File: config.mk
export PLATFORM = sky130hd
export DESIGN_NAME = time_entry_loader
export DESIGN_NICKNAME = d
export VERILOG_FILES = /design/src/rtl/timer_pkg.sv /design/src/rtl/bcd_shift4.sv /design/src/rtl/time_entry_loader.sv
export SDC_FILE = /design/constraint.sdc
export NUM_CORES = 1
export LEC_CHECK = 0
export CORE_MARGIN = 8
export CORE_UTILIZATION = 45
export CTS_CLUSTER_SIZE = 25
export DETAILED_ROUTE_END_ITERATION = 8
export HOLD_SLACK_MARGIN = 0.02
export MAX_ROUTING_LAYER = met4
export PLACE_DENSITY = 0.74
export SYNTH_ARGS = -nofsm -noshare
export SYNTH_HDL_FRONTEND = slang
export SYNTH_SLANG_ARGS = --single-unit
File: constraint.sdc
create_clock -name clock -period 2.49 [get_ports clock]
set_input_delay 0.3735 -clock clock [delete_from_list [all_inputs] [get_ports clock]]
set_output_delay 0.3735 -clock clock [all_outputs]
set_load 0.01 [all_outputs]
File: src/rtl/timer_pkg.sv
// Shared definitions for the MM:SS countdown timer chain: state encoding,
// BCD limits and digit width.
package timer_pkg;

    localparam int DIGIT_W = 4;
    localparam logic [DIGIT_W-1:0] BCD_MAX      = 4'd9;
    localparam logic [DIGIT_W-1:0] SEC_TENS_MAX = 4'd5;

    typedef enum logic [1:0] {
        IDLE  = 2'd0,
        ENTRY = 2'd1,
        LOAD  = 2'd2,
        RUN   = 2'd3
    } state_t;

endpackage

File: src/rtl/bcd_shift4.sv
// Four-digit BCD entry register: new digits enter on the right and push the
// older ones left, with a synchronous clear and a saturating digit count.
module bcd_shift4 #(
    parameter int MAX_DIGITS = 4
) (
    input  logic                         clock,
    input  logic                         clrn,
    input  logic                         clear,
    input  logic                         shift,
    input  logic [timer_pkg::DIGIT_W-1:0] digit_in,
    output logic [timer_pkg::DIGIT_W-1:0] d3,
    output logic [timer_pkg::DIGIT_W-1:0] d2,
    output logic [timer_pkg::DIGIT_W-1:0] d1,
    output logic [timer_pkg::DIGIT_W-1:0] d0,
    output logic [2:0]                   count
);
    import timer_pkg::*;

    always_ff @(posedge clock or negedge clrn) begin
        if (!clrn) begin
            d3    <= '0;
            d2    <= '0;
            d1    <= '0;
            d0    <= '0;
            count <= '0;
        end else if (clear) begin
            d3    <= '0;
            d2    <= '0;
            d1    <= '0;
            d0    <= '0;
            count <= '0;
        end else if (shift) begin
            d3 <= d2;
            d2 <= d1;
            d1 <= d0;
            d0 <= digit_in;
            // Saturate so a full buffer never wraps its count back to zero.
            if (count < 3'(MAX_DIGITS))
                count <= count + 3'd1;
        end
    end

endmodule

File: src/rtl/time_entry_loader.sv
// Keypad-side writer for the MM:SS timer: collects digits, validates them on
// start, issues a registered active-low load strobe, then locks out the keypad.
module time_entry_loader #(
    parameter int               MAX_DIGITS   = 4,
    parameter logic [3:0]       SEC_TENS_MAX = timer_pkg::SEC_TENS_MAX,
    parameter int               LOAD_CYCLES  = 1
) (
    input  logic              clock,
    input  logic              clrn,
    input  logic              key_valid,
    input  logic [3:0]        key_digit,
    input  logic              start,
    input  logic              cancel,
    input  logic              timer_done,
    output logic [3:0]        min_tens,
    output logic [3:0]        min_ones,
    output logic [3:0]        sec_tens,
    output logic [3:0]        sec_ones,
    output logic              loadn,
    output logic              timer_en,
    output logic [2:0]        digit_count,
    output logic              entry_error,
    output timer_pkg::state_t fsm_state
);
    import timer_pkg::*;

    localparam logic [2:0] LOAD_LAST = 3'(LOAD_CYCLES - 1);

    state_t     state;
    logic [2:0] load_left;
    logic       accept;
    logic       clear;
    logic       bad_secs;
    logic       all_zero;

    // Priority cancel > start > key: a key arriving with either strobe is dropped.
    assign accept   = key_valid && !start && !cancel
                      && (state == IDLE || state == ENTRY)
                      && (key_digit <= BCD_MAX)
                      && (digit_count < 3'(MAX_DIGITS));
    assign clear    = cancel || (state == RUN && timer_done);
    assign bad_secs = sec_tens > SEC_TENS_MAX;
    assign all_zero = {min_tens, min_ones, sec_tens, sec_ones} == 16'd0;
    assign fsm_state = state;

    bcd_shift4 #(.MAX_DIGITS(MAX_DIGITS)) u_shift (
        .clock    (clock),
        .clrn     (clrn),
        .clear    (clear),
        .shift    (accept),
        .digit_in (key_digit),
        .d3       (min_tens),
        .d2       (min_ones),
        .d1       (sec_tens),
        .d0       (sec_ones),
        .count    (digit_count)
    );

    always_ff @(posedge clock or negedge clrn) begin
        if (!clrn) begin
            state       <= IDLE;
            load_left   <= '0;
            loadn       <= 1'b1;
            timer_en    <= 1'b0;
            entry_error <= 1'b0;
        end else begin
            entry_error <= 1'b0;
            if (cancel) begin
                state    <= IDLE;
                loadn    <= 1'b1;
                timer_en <= 1'b0;
            end else begin
                case (state)
                    IDLE: begin
                        if (accept)
                            state <= ENTRY;
                    end
                    ENTRY: begin
                        if (start) begin
                            if (bad_secs || all_zero) begin
                                entry_error <= 1'b1;
                            end else begin
                                state     <= LOAD;
                                loadn     <= 1'b0;
                                load_left <= LOAD_LAST;
                            end
                        end
                    end
                    LOAD: begin
                        if (load_left == 3'd0) begin
                            state    <= RUN;
                            loadn    <= 1'b1;
                            timer_en <= 1'b1;
                        end else begin
                            load_left <= load_left - 3'd1;
                        end
                    end
                    RUN: begin
                        if (timer_done) begin
                            state    <= IDLE;
                            timer_en <= 1'b0;
                        end
                    end
                    default: state <= IDLE;
                endcase
            end
        end
    end

endmodule

# Yosys cells after proc, flatten, opt, wreduce, memory -nomap -nowiden
# Cells that the tools add are included.
[classes] n_addsub=2 n_lt_le_gt_ge=3 eq_ne=11 mux=34 bitwise_logic=1 reduce_logical=24
[ops] op="two-way mux 4 bit" count=8
[ops] op="two-way mux 3 bit" count=6
[ops] op="logical NOT 16 bit" count=1
[ops] op="inequality test 3 bit (second input constant)" count=5
[ops] op="two-way mux 2 bit" count=6
[ops] op="two-way mux 1 bit" count=10
[ops] op="AND reduction 5 bit" count=2
[ops] op="case mux 2 bit (4 select lines)" count=1
[ops] op="logical AND 1 bit" count=6
[ops] op="inequality test 2 bit (second input constant)" count=3
[ops] op="case mux 3 bit (2 select lines)" count=1
[ops] op="nonzero test 2 bit" count=3
[ops] op="nonzero test 3 bit" count=2
[ops] op="== test 2 bit (second input constant)" count=2
[ops] op="> comparator 4 x 3 -> 1 bit (second input constant)" count=1
[ops] op="<= comparator 4 bit (second input constant)" count=1
[ops] op="case mux 1 bit (2 select lines)" count=2
[ops] op="AND reduction 4 bit" count=1
[ops] op="adder 3 x 1 -> 3 bit (second input constant)" count=1
[ops] op="logical NOT 3 bit" count=1
[ops] op="logical OR 1 bit" count=3
[ops] op="< comparator 3 bit (second input constant)" count=1
[ops] op="AND reduction 3 bit" count=1
[ops] op="subtractor 3 x 1 -> 3 bit (second input constant)" count=1
[ops] op="other kinds (5)" count=6
[totals] ff_bits=27 input_bits=10 out_inout_bits=24 wordCells=85

# Depth between registers and ports, before layout
# Gate-level depths: netlist (run 1).
[logic_depth] depth_word=9 depth_mapped=8 mapped_depth_nobuf=7

# By module
# Synthesis (run 1) repeated with hierarchy kept, for this count alone.
[unflattened] hier_cells=140 area_unflattened_um2=1446.4
[by_module_without_submodules] module="bcd_shift4" instances=1 cells_each=65 area_each_um2=814.5 seq_area_each_um2=475.5
[by_module_without_submodules] module="time_entry_loader" instances=1 cells_each=75 area_each_um2=631.9 seq_area_each_um2=201.4

# Worst setup path before layout (run 1)
# No wires, ideal clock.
[synth_path] path_type="reg2reg" start="register state[1] (netlist: fsm_state[1])" end="register u_shift.count[1]" setup_time_ns=0.132 arrival_ns=1.861 required_ns=2.358 path_slack_ns=0.497 stages_incl_launch_ff=9 n_path_buf=2 synth_period_minus_slack_ns=1.993 cell_sequence="dfrtp_1 inv_1 ha_1 or2_1 nand3_1 buf_2 buf_2 mux2i_1 nor2_1"
[synth_via] elab_chain_len=7 elab_cells_between_ends=13 cone_classes="eq/ne: 2; mux: 1; reduce/logical: 10"
[synth_lines] item="from (decl)" line_no="time_entry_loader.sv:29" source="state_t state;"
[synth_lines] item="from (signal assigned)" line_no="time_entry_loader.sv:61" source="state <= IDLE;"
[synth_lines] item="from (signal assigned)" line_no="time_entry_loader.sv:69" source="state <= IDLE;"
[synth_lines] item="from (signal assigned)" line_no="time_entry_loader.sv:76" source="state <= ENTRY;"
[synth_lines] item="== test 2 x 1 -> 1 bit or logical NOT 2 bit (tied branches)" line_no="time_entry_loader.sv:38" source="&& (state == IDLE || state == ENTRY)"
[synth_lines] item="logical OR 1 bit" line_no="time_entry_loader.sv:38"
[synth_lines] item="logical AND 1 bit" line_no="time_entry_loader.sv:38"
[synth_lines] item="logical AND 1 bit" line_no="time_entry_loader.sv:39" source="&& (key_digit <= BCD_MAX)"
[synth_lines] item="logical AND 1 bit" line_no="time_entry_loader.sv:40" source="&& (digit_count < 3'(MAX_DIGITS));"
[synth_lines] item="nonzero test 2 bit (no line)"
[synth_lines] item="AND reduction 2 bit (no line)"
[synth_lines] item="to (signal assigned)" line_no="bcd_shift4.sv:39" source="count <= count + 3'd1;"
[synth_lines] item="to (decl)" line_no="bcd_shift4.sv:15" source="output logic [2:0] count"
# Parallel ways exist; a longest one is shown, timed or not.
# A chain may end at the register's enable or synchronous reset.

# Worst setup path after layout (run 1)
[layout_path] start="register u_shift.d1[2] (netlist bit)" end="register state[0] (netlist: fsm_state[0])"
[layout_via] elab_chain_len=4 elab_cells_between_ends=5 cone_classes="order compare: 1; eq/ne: 1; reduce/logical: 3"
[layout_lines] item="from (decl)" line_no="bcd_shift4.sv:13" source="output logic [timer_pkg::DIGIT_W-1:0] d1,"
[layout_lines] item="from (signal assigned)" line_no="bcd_shift4.sv:23" source="d1 <= '0;"
[layout_lines] item="from (signal assigned)" line_no="bcd_shift4.sv:29" source="d1 <= '0;"
[layout_lines] item="from (signal assigned)" line_no="bcd_shift4.sv:35" source="d1 <= d0;"
[layout_lines] item="> comparator 4 x 3 -> 1 bit or logical NOT 16 bit (tied branches)" line_no="time_entry_loader.sv:42, time_entry_loader.sv:43"
[layout_lines] item="logical OR 1 bit *" line_no="time_entry_loader.sv:80" source="if (bad_secs || all_zero) begin"
[layout_lines] item="inequality test 3 bit (no line) *"
[layout_lines] item="AND reduction 5 bit (no line) *"
[layout_lines] item="to (signal assigned)" line_no="time_entry_loader.sv:76"
[layout_lines] item="to (signal assigned)" line_no="time_entry_loader.sv:83" source="state <= LOAD;"
[layout_lines] item="to (signal assigned)" line_no="time_entry_loader.sv:91" source="state <= RUN;"
# Mark *: on every way between the ends. The rest lies on a longest branch, timed or not.

==> results_dict.tcl, run 1 <==
set metrics [dict create \
    fp.dieH_um 71.7 \
    critPathCaptureType "register" \
    slowest_delay_ns 0.71 \
    cts_tree "yes" \
    htreeDepth 1 \
    nFillCells 267 \
    clk_path_buf_depth 2 \
    cp.arrival_ns 2.43 \
    ys_async_sr_fraction 1.00 \
    synth_top_cell_area_share 0.466 \
    skew_ns 0.0149 \
    p_leak_nw 0.895 \
    antenna_left 0 \
    r2r-start "u_shift.d1[2]" \
    dieWidth_um 71.7 \
    hold_buffers 0 \
    yosys.area.top_type "dfrtp_1" \
    drt-total-wl_mm 3.48 \
    via_per_inst 5.84 \
    powerDensity_nw_per_um2 595 \
    synth.avg_cell_area_um2 10.6 \
    syn_to_final_growth_pct 28.0 \
    synth_cell_types 30 \
    reg2reg_to "fsm_state[0]" \
    port_buffers 33 \
    critPathRequiredTime_ns 2.73 \
    grt_antenna_before_repair 0 \
    finalNetCount 184 \
    tightestPinTransition_ns 0.854 \
    clock_latency_ns 0.33 \
    timing.final.crit_share 0.877 \
    rsz0062_at_grt "false" \
    irDropWorstVdd_v 0.000369 \
    clkSinkCount 27 \
    synth_common_cells "dfrtp_1 (26), nor2_1 (21), mux2i_1 (18)" \
    path_common_cell "nor4_1" \
    gp_congestion 0.841 \
    dp_hpwl_mm 2.52 \
    drive_gt1_frac 0.0545 \
    dieArea_um2 5140 \
    drv_cap 0 \
    cts_root_buffer "clkbuf_4" \
    rows 20 \
    p_int_mw 0.688 \
    p_switching_mw 0.376 \
    slew_headroom 0.428 \
    synth.yosys.seq_area_share 0.485 \
    holdCritPathClass "in2async" \
    swShare 0.353 \
    grt_max_degree 28 \
    run_status "finished clean" \
    drc_errors 0 \
    drt_iter0_markers 91 \
    vias 1157 \
    syn_nets 150 \
    io_pins 34 \
    r2r_setup_slack_ns 0.31 \
    core-area_um2 3000 \
    postCtsSetupBuffers 0 \
    power_frac_comb 0.343 \
    synthesis.area_um2 1400 \
    ys_top_cells_by_area "dfrtp_1 (47%), mux2i_1 (13%), ha_1 (7.2%)" \
    antenna_cells 0 \
    setup_viol 0 \
    avgRoutedWirePerCell_um 17.6 \
    start_util 0.465 \
    maxSlewViolCount 0 \
    yosys.cell_count.top_type "dfrtp_1" \
    syn_inst 132 \
    numCtsBuffers 3 \
    period_needed_ns 2.18 \
    first_pass_iters 4 \
    hold_viol 0 \
    path_cells "nor4_1, nand4_1, a31oi_1, nor4_1, a211oi_1" \
    worstPathMaxFanout 11 \
    grt_overflow 0 \
    grt_pass1_vias 1191 \
    fmax_mhz 458 \
    grt_use_total 0.139 \
    crit_slowest_cell "a31oi_1" \
    synth_edf_count 0 \
    clkTransAtPathRegs_ns 0.16 \
    dp_cells 194 \
    worstSetupPathType "reg2reg" \
    cts.repair.resized 0 \
    ys_seq_elements 27 \
    yosysWarningCount 0 \
    stdcell_count 198 \
    r2r_cells 5 \
    p_clk_frac 0.182 \
    fin_tns_setup_ns 0 \
    ys.flop_type "dfrtp_1" \
    grt_pass1_wl_mm 5.61 \
    pwr-share-seq 0.475 \
    crit_path_start_kind "register" \
]
cell families after synthesis:
group	Yosys count	synth area share
AO/OA/AOI/OAI	21	0.104
XOR/XNOR	1	0.00627
adder cells (fa/ha/maj)	8	0.0717
buffers and inverters	14	0.0403
flip-flops	27	0.485
multiplexers	18	0.129
AND/OR/NAND/NOR	43	0.164
state kept, by name, summed over array words and instances, names as in the netlist:
register and flops:
entry_error 1, fsm_state 2, load_left 3, loadn 1, timer_en 1, u_shift.count 3, u_shift.d0 4, u_shift.d1 4
u_shift.d2 4, u_shift.d3 4
placed cells by master, fill, tap and decap left out, types with 5 or more instances in the layout:
| cell | instances |
|---|---|
| clkdlybuf4s50_1 | 33 |
| dfrtp_1 | 26 |
| nor2_1 | 21 |
| mux2i_1 | 18 |
| ha_1 | 8 |
| inv_1 | 7 |
| nor4_1 | 5 |
| nand2_1 | 5 |
critical path, delay by kind of cell, from the launching register on:
family,cells,cell delay [ns]
compound gates,2,0.94
flops,1,0.47
simple gates,3,0.68
power by group through the flow:
| stage | clock, mW | combinational, mW | sequential, mW |
|---|---|---|---|
| floorplan | 0 | 0.222 | 0.517 |
| global placement | 0 | 0.335 | 0.511 |
| detailed placement | 0 | 0.358 | 0.513 |
| CTS | 0.199 | 0.361 | 0.505 |
| global route | 0.214 | 0.399 | 0.510 |
| finish | 0.194 | 0.364 | 0.505 |
cell type report:
class	instances	area, um2	share of cell area
inverter	7	26.3	0.0147
tap	33	41.3	0.0231
clock buffer	3	22.5	0.0126
clock inverter	1	5.00	0.00280
multi-input combinational	91	663	0.371
sequential	27	677	0.379
timing repair buffer	36	353	0.197
worst max-delay path by stage:
stage / startpoint / to / slack [ns]
3_5_place_dp: cancel / fsm_state[1] / 0.30
6_report: u_shift.d1[2] / fsm_state[0] / 0.31
2_1_floorplan: fsm_state[1] / u_shift.count[1] / 0.50
4_1_cts: u_shift.d1[2] / fsm_state[0] / 0.36
5_1_grt: u_shift.d1[2] / fsm_state[1] / 0.16
3_3_place_gp: cancel / fsm_state[1] / 0.37
metrics by stage:
| stage | instance area (um2) | util | worst slack, ns | hold slack [ns] | power [mW] |
|---|---|---|---|---|---|
| after floorplan | 1400 | - | 0.497 | 0.0779 | 0.739 |
| after global placement | 1760 | 0.586 | 0.367 | 0.463 | 0.846 |
| after detailed placement | 1760 | 0.586 | 0.304 | 0.494 | 0.872 |
| after CTS | 1790 | 0.595 | 0.357 | 0.415 | 1.06 |
| after global routing | 1790 | 0.595 | 0.157 | 0.428 | 1.12 |
| final | 1790 | 0.595 | 0.305 | 0.400 | 1.06 |
routing by layer:
| metal | global-route usage | wire [um] |
|---|---|---|
| met5 | - | 0 |
| met4 | 0.0408 | 0 |
| met3 | 0.0349 | 217 |
| met2 | 0.222 | 1690 |
| met1 | 0.168 | 1570 |
No activity file was read; power rests on OpenSTA's default activity.
==> run 2, diff against run 1 <==
--- a/config.mk
+++ b/config.mk
@@ -9,9 +9,9 @@
 export CORE_UTILIZATION = 45
 export CTS_CLUSTER_SIZE = 25
 export DETAILED_ROUTE_END_ITERATION = 8
+export DONT_BUFFER_PORTS = 1
 export HOLD_SLACK_MARGIN = 0.02
 export MAX_ROUTING_LAYER = met4
-export PLACE_DENSITY = 0.74
 export SYNTH_ARGS = -nofsm -noshare
 export SYNTH_HDL_FRONTEND = slang
 export SYNTH_SLANG_ARGS = --single-unit
==> run 2 against run 1 <==
Die area unchanged. Sequential share of layout area increased by 7.5 points. Sequential cell count unchanged. Critical endpoint is now u_shift.d1[3]. Cell count decreased by 16%. Clock skew decreased by 0.014 ns. Worst setup slack improved by 0.16 ns. First-iteration DRC count increased by 3.3%.
==> results_dict.tcl, run 2 (synthesis results as in run 1) <==
set metrics [dict create \
    clkSinkCount 27 \
    drc_errors 0 \
    port_buffers 0 \
    htreeDepth 1 \
    clock_latency_ns 0.32 \
    critPathRequiredTime_ns 2.70 \
    clkTransAtPathRegs_ns 0.15 \
    vias 973 \
    hold_viol 0 \
    cts.repair.resized 0 \
    p_total_mw 1.01 \
    grt_pass1_vias 1005 \
    drt-total-wl_mm 2.99 \
    run_status "finished clean" \
    antenna_cells 0 \
    postCtsSetupBuffers 0 \
    holdCritPathClass "in2reg" \
    grt_use_total 0.125 \
    cts_root_buffer "clkbuf_4" \
    rows 20 \
    dieArea_um2 5140 \
    cp.arrival_ns 2.23 \
    final_area_um2 1490 \
    grt_pass1_wl_mm 5.02 \
    slew_headroom 0.622 \
    fmax_mhz 493 \
    layout_common_cells "dfrtp_1 (26), nor2_1 (21), mux2i_1 (18)" \
    irDropWorstVdd_v 0.000270 \
    dieWidth_um 71.7 \
    io_pins 34 \
    final_common_cell "dfrtp_1" \
    setup_slack_ns 0.460 \
    grt_max_degree 28 \
    worstSetupPathType "reg2reg" \
    fin_util 0.497 \
    skew_ns 0.00112 \
    fp.dieH_um 71.7 \
    antenna_left 0 \
    maxSlewViolCount 0 \
    critPathCaptureType "register" \
    grt_antenna_before_repair 0 \
    timing.final.crit_share 0.815 \
    period_needed_ns 2.03 \
    placed_cell_area_um2 1440 \
    drt_iter0_markers 94 \
    rsz0062_at_grt "false" \
    finalNetCount 152 \
    clk_path_buf_depth 2 \
    cts_tree "yes" \
    powerDensity_nw_per_um2 675 \
    grt_overflow 0 \
    numCtsBuffers 3 \
    core-area_um2 3000 \
    drive_gt1_frac 0.0602 \
    avgRoutedWirePerCell_um 18.0 \
    crit_path_start_kind "register" \
    p_leak_nw 0.789 \
    place_ws_ns 0.468 \
    setup_viol 0 \
    gp_congestion 0.829 \
    drv_cap 0 \
    dp_hpwl_mm 2.27 \
    start_util 0.465 \
    syn_to_final_growth_pct 6.81 \
    worstPathMaxFanout 14 \
    fin_tns_setup_ns 0 \
    tightestPinTransition_ns 0.567 \
    via_per_inst 5.86 \
    first_pass_iters 6 \
]
==> run 2: cell types whose count changed in the layout (fill, tap and decap cells not counted) <==
cell             before  now
buf_12                0    2
clkbuf_1              0    1
clkinv_2              1    0
buf_4                 3    1
dlygate4sd3_1         0    1
clkdlybuf4s50_1      33    0
==> run 2: worst max-delay path, stage by stage, from the launching register on <==
cell and delay, ns:
dfrtp_1 0.51, inv_1 0.13, ha_1 0.26, or2_1 0.27, nand3_1 0.27, buf_12 0.21
mux2i_1 0.21, nor2_1 0.05
==> run 2: worst paths after layout <==
path,start,endpoint,slack (ns),cells past startpoint
worst max-delay path,fsm_state[1],u_shift.d1[3],0.46,7
worst min-delay path,cancel,fsm_state[1],0.09,1
worst max register to register,fsm_state[1],u_shift.d1[3],0.46,7
worst min register to register,load_left[2],load_left[2],0.49,1
max in group asynchronous,clrn,loadn,1.81,2
min in group asynchronous,clrn,entry_error,0.46,2
==> run 2: per-layer routing <==
layer	GRT usage	routed length, um	vias up
li1	-	-	475
met1	0.154	1390	471
met2	0.184	1310	25
met3	0.0502	272	2
met4	0.0385	18	0
met5	-	0	-
==> run 2: through the flow <==
step,hold WS [ns],cells
2_1_floorplan,0.0779,132
3_3_place_gp,0.0788,160
3_5_place_dp,0.0790,160
4_1_cts,0.0794,166
5_1_grt,0.0642,166
6_report,0.0939,166
==> run 2: what timing repair did <==
| action | CTS | global route |
|---|---|---|
| hold buffers | 2 | 0 |
| endpoints found under the setup margin | 0 | 0 |
| endpoints found under the hold margin | 27 | 0 |
==> run 2: final cells by class <==
type | count | area (um2)
inverter | 7 | 26.3
sequential | 27 | 677
fill | 287 | 1510
clock buffer | 4 | 26.3
tap | 33 | 41.3
multi-input combinational | 91 | 663
timing repair buffer | 4 | 57.6
==> run 2: where the power goes <==
part           switching [mW]  total [mW]  internal (mW)
registers              0.0432       0.517          0.474
clock network           0.131       0.194         0.0626
logic                   0.175       0.296          0.120
total                   0.349        1.01          0.657
